<file path="src/rtl/hilo_muldiv_unit.sv">
// hilo_muldiv_unit
//
// Multi-cycle multiply/divide unit that owns the HI/LO architectural
// registers. It sits beside the ALU in the Execute stage and runs MULT,
// MULTU, DIV, DIVU, MADD, MADDU, MSUB and MSUBU behind a start/busy/done
// handshake. It also services MTHI/MTLO writes and MFHI/MFLO reads.
//
// Ports:
//   Clk        in   1      clock, rising edge
//   Rst        in   1      synchronous active-high reset
//   Start      in   1      launch Op (accepted only while Busy=0)
//   Op         in   3      000 MULT 001 MULTU 010 DIV 011 DIVU
//                          100 MADD 101 MADDU 110 MSUB 111 MSUBU
//   OperandA   in   WIDTH  multiplicand / dividend (rs)
//   OperandB   in   WIDTH  multiplier / divisor (rt)
//   HiWrite    in   1      MTHI: load WriteData into HI
//   LoWrite    in   1      MTLO: load WriteData into LO
//   WriteData  in   WIDTH  data for MTHI/MTLO
//   Busy       out  1      operation in flight
//   Done       out  1      one-cycle pulse, HI/LO already hold the result
//   DivByZero  out  1      DIV/DIVU divisor was zero (held until next Start)
//   ReadHi     out  WIDTH  current HI
//   ReadLo     out  WIDTH  current LO
//
// Optional feature: define HILO_BYPASS_EN to forward MTHI/MTLO write data
// combinationally onto ReadHi/ReadLo in the cycle the write is issued.

module hilo_muldiv_unit #(
    parameter int WIDTH = 32
) (
    input  logic             Clk,
    input  logic             Rst,
    input  logic             Start,
    input  logic [2:0]       Op,
    input  logic [WIDTH-1:0] OperandA,
    input  logic [WIDTH-1:0] OperandB,
    input  logic             HiWrite,
    input  logic             LoWrite,
    input  logic [WIDTH-1:0] WriteData,
    output logic             Busy,
    output logic             Done,
    output logic             DivByZero,
    output logic [WIDTH-1:0] ReadHi,
    output logic [WIDTH-1:0] ReadLo
);

    localparam int CW = $clog2(WIDTH + 1);

    typedef enum logic [1:0] {
        IDLE,
        CALC,
        FIX
    } state_e;

    state_e             state_q, state_d;
    logic [1:0]         kind_q, kind_d;
    logic               signA_q, signA_d;
    logic               signB_q, signB_d;
    logic [WIDTH-1:0]   opA_q, opA_d;
    logic [WIDTH-1:0]   magB_q, magB_d;
    logic [WIDTH-1:0]   hi_q, hi_d;
    logic [WIDTH-1:0]   lo_q, lo_d;
    logic [2*WIDTH-1:0] acc_q, acc_d;
    logic [CW-1:0]      count_q, count_d;
    logic               done_q, done_d;
    logic               dbz_q, dbz_d;

    logic               startSigned;
    logic [WIDTH-1:0]   magA;
    logic [WIDTH-1:0]   magBStart;
    logic               kindDiv;
    logic [WIDTH:0]     mulSum;
    logic [2*WIDTH-1:0] mulNext;
    logic [WIDTH:0]     remShift;
    logic               remFits;
    logic [WIDTH-1:0]   remDiff;
    logic [2*WIDTH-1:0] divNext;
    logic [2*WIDTH-1:0] product;
    logic [WIDTH-1:0]   quot;
    logic [WIDTH-1:0]   rem;
    logic [2*WIDTH-1:0] base;
    logic [2*WIDTH-1:0] fixResult;

    // Datapath. The accumulator holds {partial, multiplier} while multiplying
    // and {remainder, quotient} while dividing, so both algorithms share one
    // 2*WIDTH register and the same initial load of {0, |OperandA|}.
    // Only Op[2:1] is kept: signedness is folded into the stored sign flags.
    always_comb begin
        startSigned = ~Op[0];
        magA        = (startSigned && OperandA[WIDTH-1]) ? -OperandA : OperandA;
        magBStart   = (startSigned && OperandB[WIDTH-1]) ? -OperandB : OperandB;
        kindDiv     = ~kind_q[1] & kind_q[0];

        // Shift-add step: the carry out of the add lands in the top bit
        // as the whole pair shifts right by one.
        mulSum  = {1'b0, acc_q[2*WIDTH-1:WIDTH]} + (acc_q[0] ? {1'b0, magB_q} : '0);
        mulNext = {mulSum, acc_q[WIDTH-1:1]};

        // Restoring step: the shifted remainder needs one extra bit before
        // the trial subtract; the difference itself always fits in WIDTH.
        remShift = acc_q[2*WIDTH-1:WIDTH-1];
        remFits  = remShift >= {1'b0, magB_q};
        remDiff  = remShift[WIDTH-1:0] - magB_q;
        divNext  = remFits ? {remDiff, acc_q[WIDTH-2:0], 1'b1}
                           : {acc_q[2*WIDTH-2:0], 1'b0};

        // Sign correction: quotient/product negative when signs differ,
        // remainder follows the dividend.
        product = (signA_q ^ signB_q) ? -acc_q : acc_q;
        quot    = (signA_q ^ signB_q) ? -acc_q[WIDTH-1:0] : acc_q[WIDTH-1:0];
        rem     = signA_q ? -acc_q[2*WIDTH-1:WIDTH] : acc_q[2*WIDTH-1:WIDTH];
        base    = {hi_q, lo_q};

        if (kindDiv) begin
            fixResult = (magB_q == '0) ? {opA_q, {WIDTH{1'b1}}} : {rem, quot};
        end else if (kind_q[1]) begin
            fixResult = kind_q[0] ? (base - product) : (base + product);
        end else begin
            fixResult = product;
        end
    end

    // Next-state logic. MTHI/MTLO apply in every state; the FIX-cycle
    // result write comes later in the block so it overrides them.
    always_comb begin
        state_d = state_q;
        kind_d  = kind_q;
        signA_d = signA_q;
        signB_d = signB_q;
        opA_d   = opA_q;
        magB_d  = magB_q;
        acc_d   = acc_q;
        count_d = count_q;
        hi_d    = hi_q;
        lo_d    = lo_q;
        done_d  = 1'b0;
        dbz_d   = dbz_q;

        if (HiWrite) begin
            hi_d = WriteData;
        end
        if (LoWrite) begin
            lo_d = WriteData;
        end

        case (state_q)
            IDLE: begin
                if (Start) begin
                    kind_d  = Op[2:1];
                    signA_d = startSigned & OperandA[WIDTH-1];
                    signB_d = startSigned & OperandB[WIDTH-1];
                    opA_d   = OperandA;
                    magB_d  = magBStart;
                    acc_d   = {{WIDTH{1'b0}}, magA};
                    count_d = CW'(WIDTH);
                    dbz_d   = 1'b0;
                    state_d = CALC;
                end
            end
            CALC: begin
                acc_d   = kindDiv ? divNext : mulNext;
                count_d = count_q - 1'b1;
                if (count_q == CW'(1)) begin
                    state_d = FIX;
                end
            end
            FIX: begin
                {hi_d, lo_d} = fixResult;
                done_d       = 1'b1;
                dbz_d        = kindDiv && (magB_q == '0);
                state_d      = IDLE;
            end
            default: begin
                state_d = IDLE;
            end
        endcase
    end

    // State registers; reset abandons any operation without touching
    // anything beyond clearing it.
    always_ff @(posedge Clk) begin
        if (Rst) begin
            state_q <= IDLE;
            kind_q  <= '0;
            signA_q <= 1'b0;
            signB_q <= 1'b0;
            opA_q   <= '0;
            magB_q  <= '0;
            acc_q   <= '0;
            count_q <= '0;
            hi_q    <= '0;
            lo_q    <= '0;
            done_q  <= 1'b0;
            dbz_q   <= 1'b0;
        end else begin
            state_q <= state_d;
            kind_q  <= kind_d;
            signA_q <= signA_d;
            signB_q <= signB_d;
            opA_q   <= opA_d;
            magB_q  <= magB_d;
            acc_q   <= acc_d;
            count_q <= count_d;
            hi_q    <= hi_d;
            lo_q    <= lo_d;
            done_q  <= done_d;
            dbz_q   <= dbz_d;
        end
    end

    assign Busy      = (state_q != IDLE);
    assign Done      = done_q;
    assign DivByZero = dbz_q;

`ifdef HILO_BYPASS_EN
    assign ReadHi = HiWrite ? WriteData : hi_q;
    assign ReadLo = LoWrite ? WriteData : lo_q;
`else
    assign ReadHi = hi_q;
    assign ReadLo = lo_q;
`endif

endmodule

</file>
<file path="config.mk">
export PLATFORM = sky130hd
export DESIGN_NAME = hilo_muldiv_unit
export DESIGN_NICKNAME = d
export VERILOG_FILES = /design/src/rtl/hilo_muldiv_unit.sv
export SDC_FILE = /design/constraint.sdc
export NUM_CORES = 1
export LEC_CHECK = 0
export ABC_AREA = 0
export CAP_MARGIN = 40
export CORE_UTILIZATION = 50
export CTS_BUF_LIST = sky130_fd_sc_hd__clkbuf_4
export DETAILED_ROUTE_END_ITERATION = 6
export PLACE_DENSITY = 0.7
export SLEW_MARGIN = 20
export SYNTH_ARGS = -nofsm -noshare
export SYNTH_HDL_FRONTEND = slang
export SYNTH_SLANG_ARGS = --single-unit
</file>
<file path="constraint.sdc">
create_clock -name Clk -period 9.7 [get_ports Clk]
set_clock_uncertainty 0.15 [all_clocks]
set_input_delay 1.94 -clock Clk [delete_from_list [all_inputs] [get_ports Clk]]
set_output_delay 1.94 -clock Clk [all_outputs]
set_load 0.1 [all_outputs]
</file>
* Word level (Yosys, flattened, before mapping)
Index checks and enable logic that the tools add are counted.
** Word-level totals
- Flip-flop bits (word level) :: 206
- Input bits :: 104
- Output and inout bits :: 67
- Word-level logic and storage cells :: 74
** Operators by class
- Add/sub/neg operators :: 10
- Magnitude comparators :: 1
- Equality and inequality tests :: 5
- Mux-type cells :: 26
- Bitwise gates (word level) :: 6
- Reduce and logical (&&, ||, !) cells :: 14
** Operators by type and width (count)
- 2-to-1 mux 64 bit :: 8
- 2-to-1 mux 32 bit :: 9
- negator 32 bit :: 4
- case mux 64 bit (2 select lines) :: 1
- adder 64 bit :: 1
- negator 64 bit :: 1
- subtractor 64 bit :: 1
- adder 32 x 32 -> 33 bit :: 1
- >= comparator 33 x 32 -> 1 bit :: 1
- zero test 32 bit :: 1
- subtractor 32 bit :: 1
- case mux 6 bit (2 select lines) :: 1
- nonzero test 2 bit :: 5
- AND reduction 2 bit :: 4
- equality test 6 x 1 -> 1 bit, second input constant :: 1
- 2-to-1 mux 6 bit :: 1
- subtractor 6 x 1 -> 6 bit, second input constant :: 1
- 2-to-1 mux 2 bit :: 2
- != test 2 bit, second input constant :: 2
- case mux 2 bit (2 select lines) :: 1
- AND 1 bit :: 3
- logical AND 1 bit :: 3
- equality test 2 x 1 -> 1 bit, second input constant :: 1
- equality test 2 bit, second input constant :: 1
- 5 further kinds :: 7

* Longest topological paths before layout
- Word-level depth :: 7
- Gate-level depth with buffers :: 31
- Depth with buffers taken out :: 27

* Least setup slack after synthesis
Ideal clock, no wire load.
- Path kind :: flip-flop to flip-flop
- Start :: register acc_q[0]
- End :: register hi_q[30] (netlist: ReadHi[30])
- Setup time :: 0.120 ns
- Data arrival time :: 5.999 ns
- Required time :: 9.430 ns
- Path slack :: 3.430 ns
- Cell stages (with the launch flop) :: 26
- Buffers on the path :: 4
- Period minus slack after synthesis :: 6.270 ns
- Cell sequence :: dfxtp_1 > clkbuf_1 > inv_1 > buf_1 > ha_1 > clkbuf_1 > inv_1 > nor4_1 > mux2_2 > a311oi_1 > nor3_2 > and2_1 > nor2_1 > xor2_1 > ha_1 > clkbuf_1 > and4_1 > and3_1 > a41oi_1 > o31ai_1 > a31oi_1 > o31ai_1 > a41oi_1 > o311ai_1 > mux2i_1 > nor3_1
** On the way
- Cells in the longest elaborated chain, start to end :: 7
- Elaborated cells on any way between the ends :: 8
- Classes of those cells :: 3 x add/sub; 5 x mux
** RTL lines
- from (decl) :: RTL line 63 : logic [2*WIDTH-1:0] acc_q, acc_d;
- from (signal assigned) :: RTL line 189 : acc_q <= '0;
- from (signal assigned) :: RTL line 202 : acc_q <= acc_d;
- negator 64 bit :: RTL line 109 : product = (signA_q ^ signB_q) ? -acc_q : acc_q;
- 2-to-1 mux 64 bit (*) :: RTL line 109
- adder 64 bit / subtractor 64 bit (equally long branches) :: RTL line 117 : fixResult = kind_q[0] ? (base - product) : (base + product);
- 2-to-1 mux 64 bit :: RTL line 117
- 2-to-1 mux 64 bit (*) :: RTL line 116 : end else if (kind_q[1]) begin
- 2-to-1 mux 64 bit (*) :: RTL line 114 : if (kindDiv) begin
- 2-to-1 mux 32 bit (*) :: RTL line 146 : case (state_q)
- to (signal assigned) :: RTL line 204 : hi_q <= hi_d;
- to (decl) :: RTL line 61 : logic [WIDTH-1:0] hi_q, hi_d;
Mark *: on every way between the ends. The rest lies on a longest branch, timed or not.
A chain may end at the register's enable or synchronous reset.

* Worst setup path after layout
- Start :: register acc_q[0]
- End :: register hi_q[28] (netlist: ReadHi[28])
The elaborated chain is that of the path after synthesis.

==> out/qor_table.md <==
| Stage | Result | This run |
|---|---|---|
| outcome | Result of the run | finished, violations left |
| outcome | Failing checks | DRC |
| synthesis | Number of flip-flops and latches in the synthesized netlist | 206 |
| synthesis | Area of the mapped netlist | 22,300 µm² |
| clock tree | Worst-case clock buffer depth | 3 |
| synthesis | Netlist cell types | 96 |
| place | Post-detail-place hpwl | 67,100 µm |
| clock tree | Buffer count from post-CTS setup fixing | 0 |
| sta | Post-route clock period utilization | 79.0% |
| synthesis | Post-Synthesis Cells | 3,132 |
| place | Buffers added on ports | 170 |
| setup path | Worst Path Arrival | 8.18 ns |
| sta | Post-route setup TNS | 0 ns |
| die | Cell Rows | 77 |
| global routing | Total global routing overflow | 0 |
| synthesis | Number of warnings issued by yosys | 0 |
| sta | Least-Margin Pin Slew | 0.862 ns |
| routing | Antenna Nets Post-Route | 0 |
| clock tree | Clock H-tree levels | 2 |
| routing | Length of the first detailed-routing pass in iterations | 7 |
| synthesis | Prevailing post-synth register cell | sky130_fd_sc_hd__dfxtp_1 |
| pwr | Peak VDD IR | 106 µV |
| setup path | Slowest cell on the critical path | sky130_fd_sc_hd__nor3b_1 |
| synthesis | Synth async-reset ratio | 0% |
| pwr | Power density of the placed cells | 139 nW/µm² |
| setup path | Critical Path Start Type | flip-flop |
| clock tree | Clock transition at the register clock pins on the worst setup and hold paths after CTS | 0.07 ns |
| global routing | Antenna violations before repair | 2 |
| setup path | Worst-path fanout max | 34 |
| synthesis | Sequential element share of the synthesized area | 18.5% |
| pwr | Leak pwr | 0.0103 µW |
| routing | Number of DRC violations after detailed routing | 2 |
| die | Initial core utilization | 50.6% |
| setup path | Element type at the critical path end | flip-flop |
| final layout | Total Nets Final | 3,458 |
| clock tree | Clock network latency to the later pin of the worst-skew pair | 0.88 ns |
| die | Total I/O pin count | 171 |
| clock tree | Root Driver | sky130_fd_sc_hd__clkbuf_4 |
| synthesis | Number of enable flip-flop cells after synthesis | 0 |
| sta | Final setup vio count | 0 |
| sta | RSZ-0062 raised after global routing | false |
| die | Floorplan die height | 213 µm |
| routing | Number of violations reported at the end of detailed-routing iteration 0 | 2,622 |
| global routing | Vias in the first global route | 22.4k |
| die | Die footprint | 45,500 µm² |
| die | Std-Cell Core Area | 44,100 µm² |
| sta | F_max | 131 MHz |
| clock tree | TritonCTS clock tree | done |
| global routing | Overall routing resource usage | 37.2% |
| die | Chip Width | 213 µm |
| min path | Worst hold path type | flip-flop to flip-flop |
| clock tree | Number of buffers inserted by hold repair at cts | 0 |
| sta | Worst max-slew margin expressed relative to the limit | 42.2% |
| routing | Number of vias per cell | 6.30 |
| setup path | Worst path max stage delay | 0.61 ns |
| clock tree | TritonCTS sink count | 206 |
| synthesis | Mapped Nets | 3,373 |
| setup path | WS Path Type | flip-flop to flip-flop |
| routing | Total Routed Length | 85,900 µm |
| final layout | Share of the core filled with cells in the final layout | 59.0% |
| final layout | Area growth from synthesis to final layout | 16.5% |
| routing | Routed via count | 24.2k |
| routing | WL per Instance | 22.3 µm |
| global routing | First-pass GRT wire length | 130,000 µm |
| clock tree | Number of buffers added by the clock tree synthesis step | 57 |
| synthesis | Mapped Avg Cell Area | 7.13 µm² |
| sta | Hold Violations, Final | 0 |
| clock tree | Post-cts sizing count | 0 |
| final layout | Layout cell share with drive strength beyond 1 | 7.75% |
| sta | Max Slew Vio Count | 0 |
| setup path | Req. time, crit path | 10.22 ns |
| job | Number of maximum-capacitance constraint violations | 0 |
| place | Routability-driven placement congestion ratio | 0.987 |
| global routing | Largest net degree at the start of global routing | 85 |
| sta | Final critical-path required period | 7.66 ns |
## worst paths after layout
path / from / slack, ns / depth (start not counted) / end
worst min register to register: opA_q[14] / 0.31 / 2 / opA_q[14]
worst min-delay path: opA_q[14] / 0.31 / 2 / opA_q[14]
worst max-delay path: acc_q[0] / 2.04 / 25 / ReadHi[28]
worst max register to register: acc_q[0] / 2.04 / 25 / ReadHi[28]
## state kept, by name, indices dropped and copies added, names as in the netlist, 2 cells and up
name and cells:
opA_q 32, ReadHi 32, ReadLo 32, magB_q 32
acc_q 64, kind_q 2, count_q 6, state_q 2
## Yosys cell counts, types with 20 or more instances
library cell                 n  area [µm²]
sky130_fd_sc_hd__a211oi_1  115         863
sky130_fd_sc_hd__a21o_1     69         518
sky130_fd_sc_hd__a21oi_1   292        1460
sky130_fd_sc_hd__a221oi_1   31         272
sky130_fd_sc_hd__a311oi_1   40         350
sky130_fd_sc_hd__a31oi_1    56         350
sky130_fd_sc_hd__and3_1     20         125
sky130_fd_sc_hd__buf_1      23        86.3
sky130_fd_sc_hd__clkbuf_1  196         736
sky130_fd_sc_hd__dfxtp_1   206        4120
sky130_fd_sc_hd__ha_1      134        1680
sky130_fd_sc_hd__inv_1     103         387
sky130_fd_sc_hd__mux2i_1    72         721
sky130_fd_sc_hd__nand2_1   364        1370
sky130_fd_sc_hd__nand2b_1   33         206
sky130_fd_sc_hd__nand3_1    70         350
sky130_fd_sc_hd__nand4_1    29         181
sky130_fd_sc_hd__nor2_1    312        1170
sky130_fd_sc_hd__nor2b_1    28         175
sky130_fd_sc_hd__nor3_1     52         260
sky130_fd_sc_hd__nor4_1     44         275
sky130_fd_sc_hd__o211ai_1   42         315
sky130_fd_sc_hd__o21ai_0   149         746
sky130_fd_sc_hd__o21bai_1   23         173
sky130_fd_sc_hd__o31ai_1    26         195
sky130_fd_sc_hd__or3_1      22         138
sky130_fd_sc_hd__xnor2_1   151        1320
sky130_fd_sc_hd__xor2_1    158        1380
## area by class of cell
cell class | instances | area [µm²]
antenna | 3 | 7.51
clock buffer | 78 | 586
clock inverter | 14 | 76.3
fill | 4189 | 18100
inverter | 103 | 387
multi-input combinational | 2581 | 16900
sequential | 206 | 4130
tap | 592 | 741
timing repair buffer | 268 | 3150
## placed cells by master (no fill, tap or decap), types with 11 or more instances in the layout
cell | netlist | routed
sky130_fd_sc_hd__nand3_1 | 70 | 70
sky130_fd_sc_hd__nor4_1 | 44 | 44
sky130_fd_sc_hd__nand2_1 | 364 | 363
sky130_fd_sc_hd__o31ai_1 | 26 | 26
sky130_fd_sc_hd__a41oi_1 | 14 | 14
sky130_fd_sc_hd__o41ai_1 | 12 | 12
sky130_fd_sc_hd__xnor2_1 | 151 | 150
sky130_fd_sc_hd__clkdlybuf4s50_1 | 0 | 168
sky130_fd_sc_hd__nand4_1 | 29 | 29
sky130_fd_sc_hd__nor2b_1 | 28 | 25
sky130_fd_sc_hd__o21a_1 | 15 | 15
sky130_fd_sc_hd__o211ai_1 | 42 | 42
sky130_fd_sc_hd__and2_1 | 17 | 15
sky130_fd_sc_hd__or3_1 | 22 | 22
sky130_fd_sc_hd__ha_1 | 134 | 134
sky130_fd_sc_hd__a21oi_1 | 292 | 291
sky130_fd_sc_hd__a21o_1 | 69 | 69
sky130_fd_sc_hd__nor3_1 | 52 | 51
sky130_fd_sc_hd__a311oi_1 | 40 | 40
sky130_fd_sc_hd__buf_8 | 0 | 54
sky130_fd_sc_hd__a31oi_1 | 56 | 56
sky130_fd_sc_hd__inv_1 | 103 | 103
sky130_fd_sc_hd__nor2_1 | 312 | 311
sky130_fd_sc_hd__a221oi_1 | 31 | 31
sky130_fd_sc_hd__nand2b_1 | 33 | 31
sky130_fd_sc_hd__mux2i_1 | 72 | 72
sky130_fd_sc_hd__xor2_1 | 158 | 157
sky130_fd_sc_hd__o21bai_1 | 23 | 23
sky130_fd_sc_hd__a211oi_1 | 115 | 115
sky130_fd_sc_hd__clkbuf_4 | 0 | 78
sky130_fd_sc_hd__buf_16 | 0 | 14
sky130_fd_sc_hd__or4_1 | 16 | 16
sky130_fd_sc_hd__o21ai_0 | 149 | 149
sky130_fd_sc_hd__o22ai_1 | 11 | 11
sky130_fd_sc_hd__buf_4 | 5 | 26
sky130_fd_sc_hd__and3_1 | 20 | 20
sky130_fd_sc_hd__dfxtp_1 | 206 | 204
## cell families after synthesis
family / synth area share [%]
XOR/XNOR: 12.2
adder cells (fa/ha/maj): 7.78
AND/OR/NAND/NOR: 22.7
AO/OA/AOI/OAI: 29.3
buffers and inverters: 6.07
multiplexers: 3.53
flip-flops: 18.5
## report_power, final
| part | switching [µW] | leakage, µW | internal, µW |
|---|---|---|---|
| registers | 114 | 0.00170 | 908 |
| clock network | 415 | 0.000392 | 370 |
| logic | 1130 | 0.00823 | 676 |
| total | 1660 | 0.0103 | 1950 |
## per-stage QoR
stage	setup slack (ns)	area (µm²)	instances	hold WS, ns	power (µW)
after floorplan	3.43	22300	3132	0.282	2270
after global placement	2.51	24100	3678	0.297	2710
after detailed placement	2.36	25300	3750	0.298	2800
after CTS	2.26	26000	3842	0.307	3590
after global routing	1.62	26000	3845	0.332	3820
final	2.04	26000	3845	0.305	3620
## routing by layer
metal	wire [µm]	track usage, %
met1	37300	50.6
met2	37300	57.5
met3	7210	5.80
met4	4100	17.0
met5	0	0
## worst max-delay path: cells and delay by family (launching register included)
family,cells,cell delay (ns)
flip-flops,1,0.45
AO/OA/AOI/OAI,10,2.40
adder cells (fa/ha/maj),2,0.87
AND/OR/NAND/NOR,8,2.14
buffers and inverters,2,0.46
multiplexers,1,0.11
XOR/XNOR,2,0.86
Power figures use the tool's default switching activity.
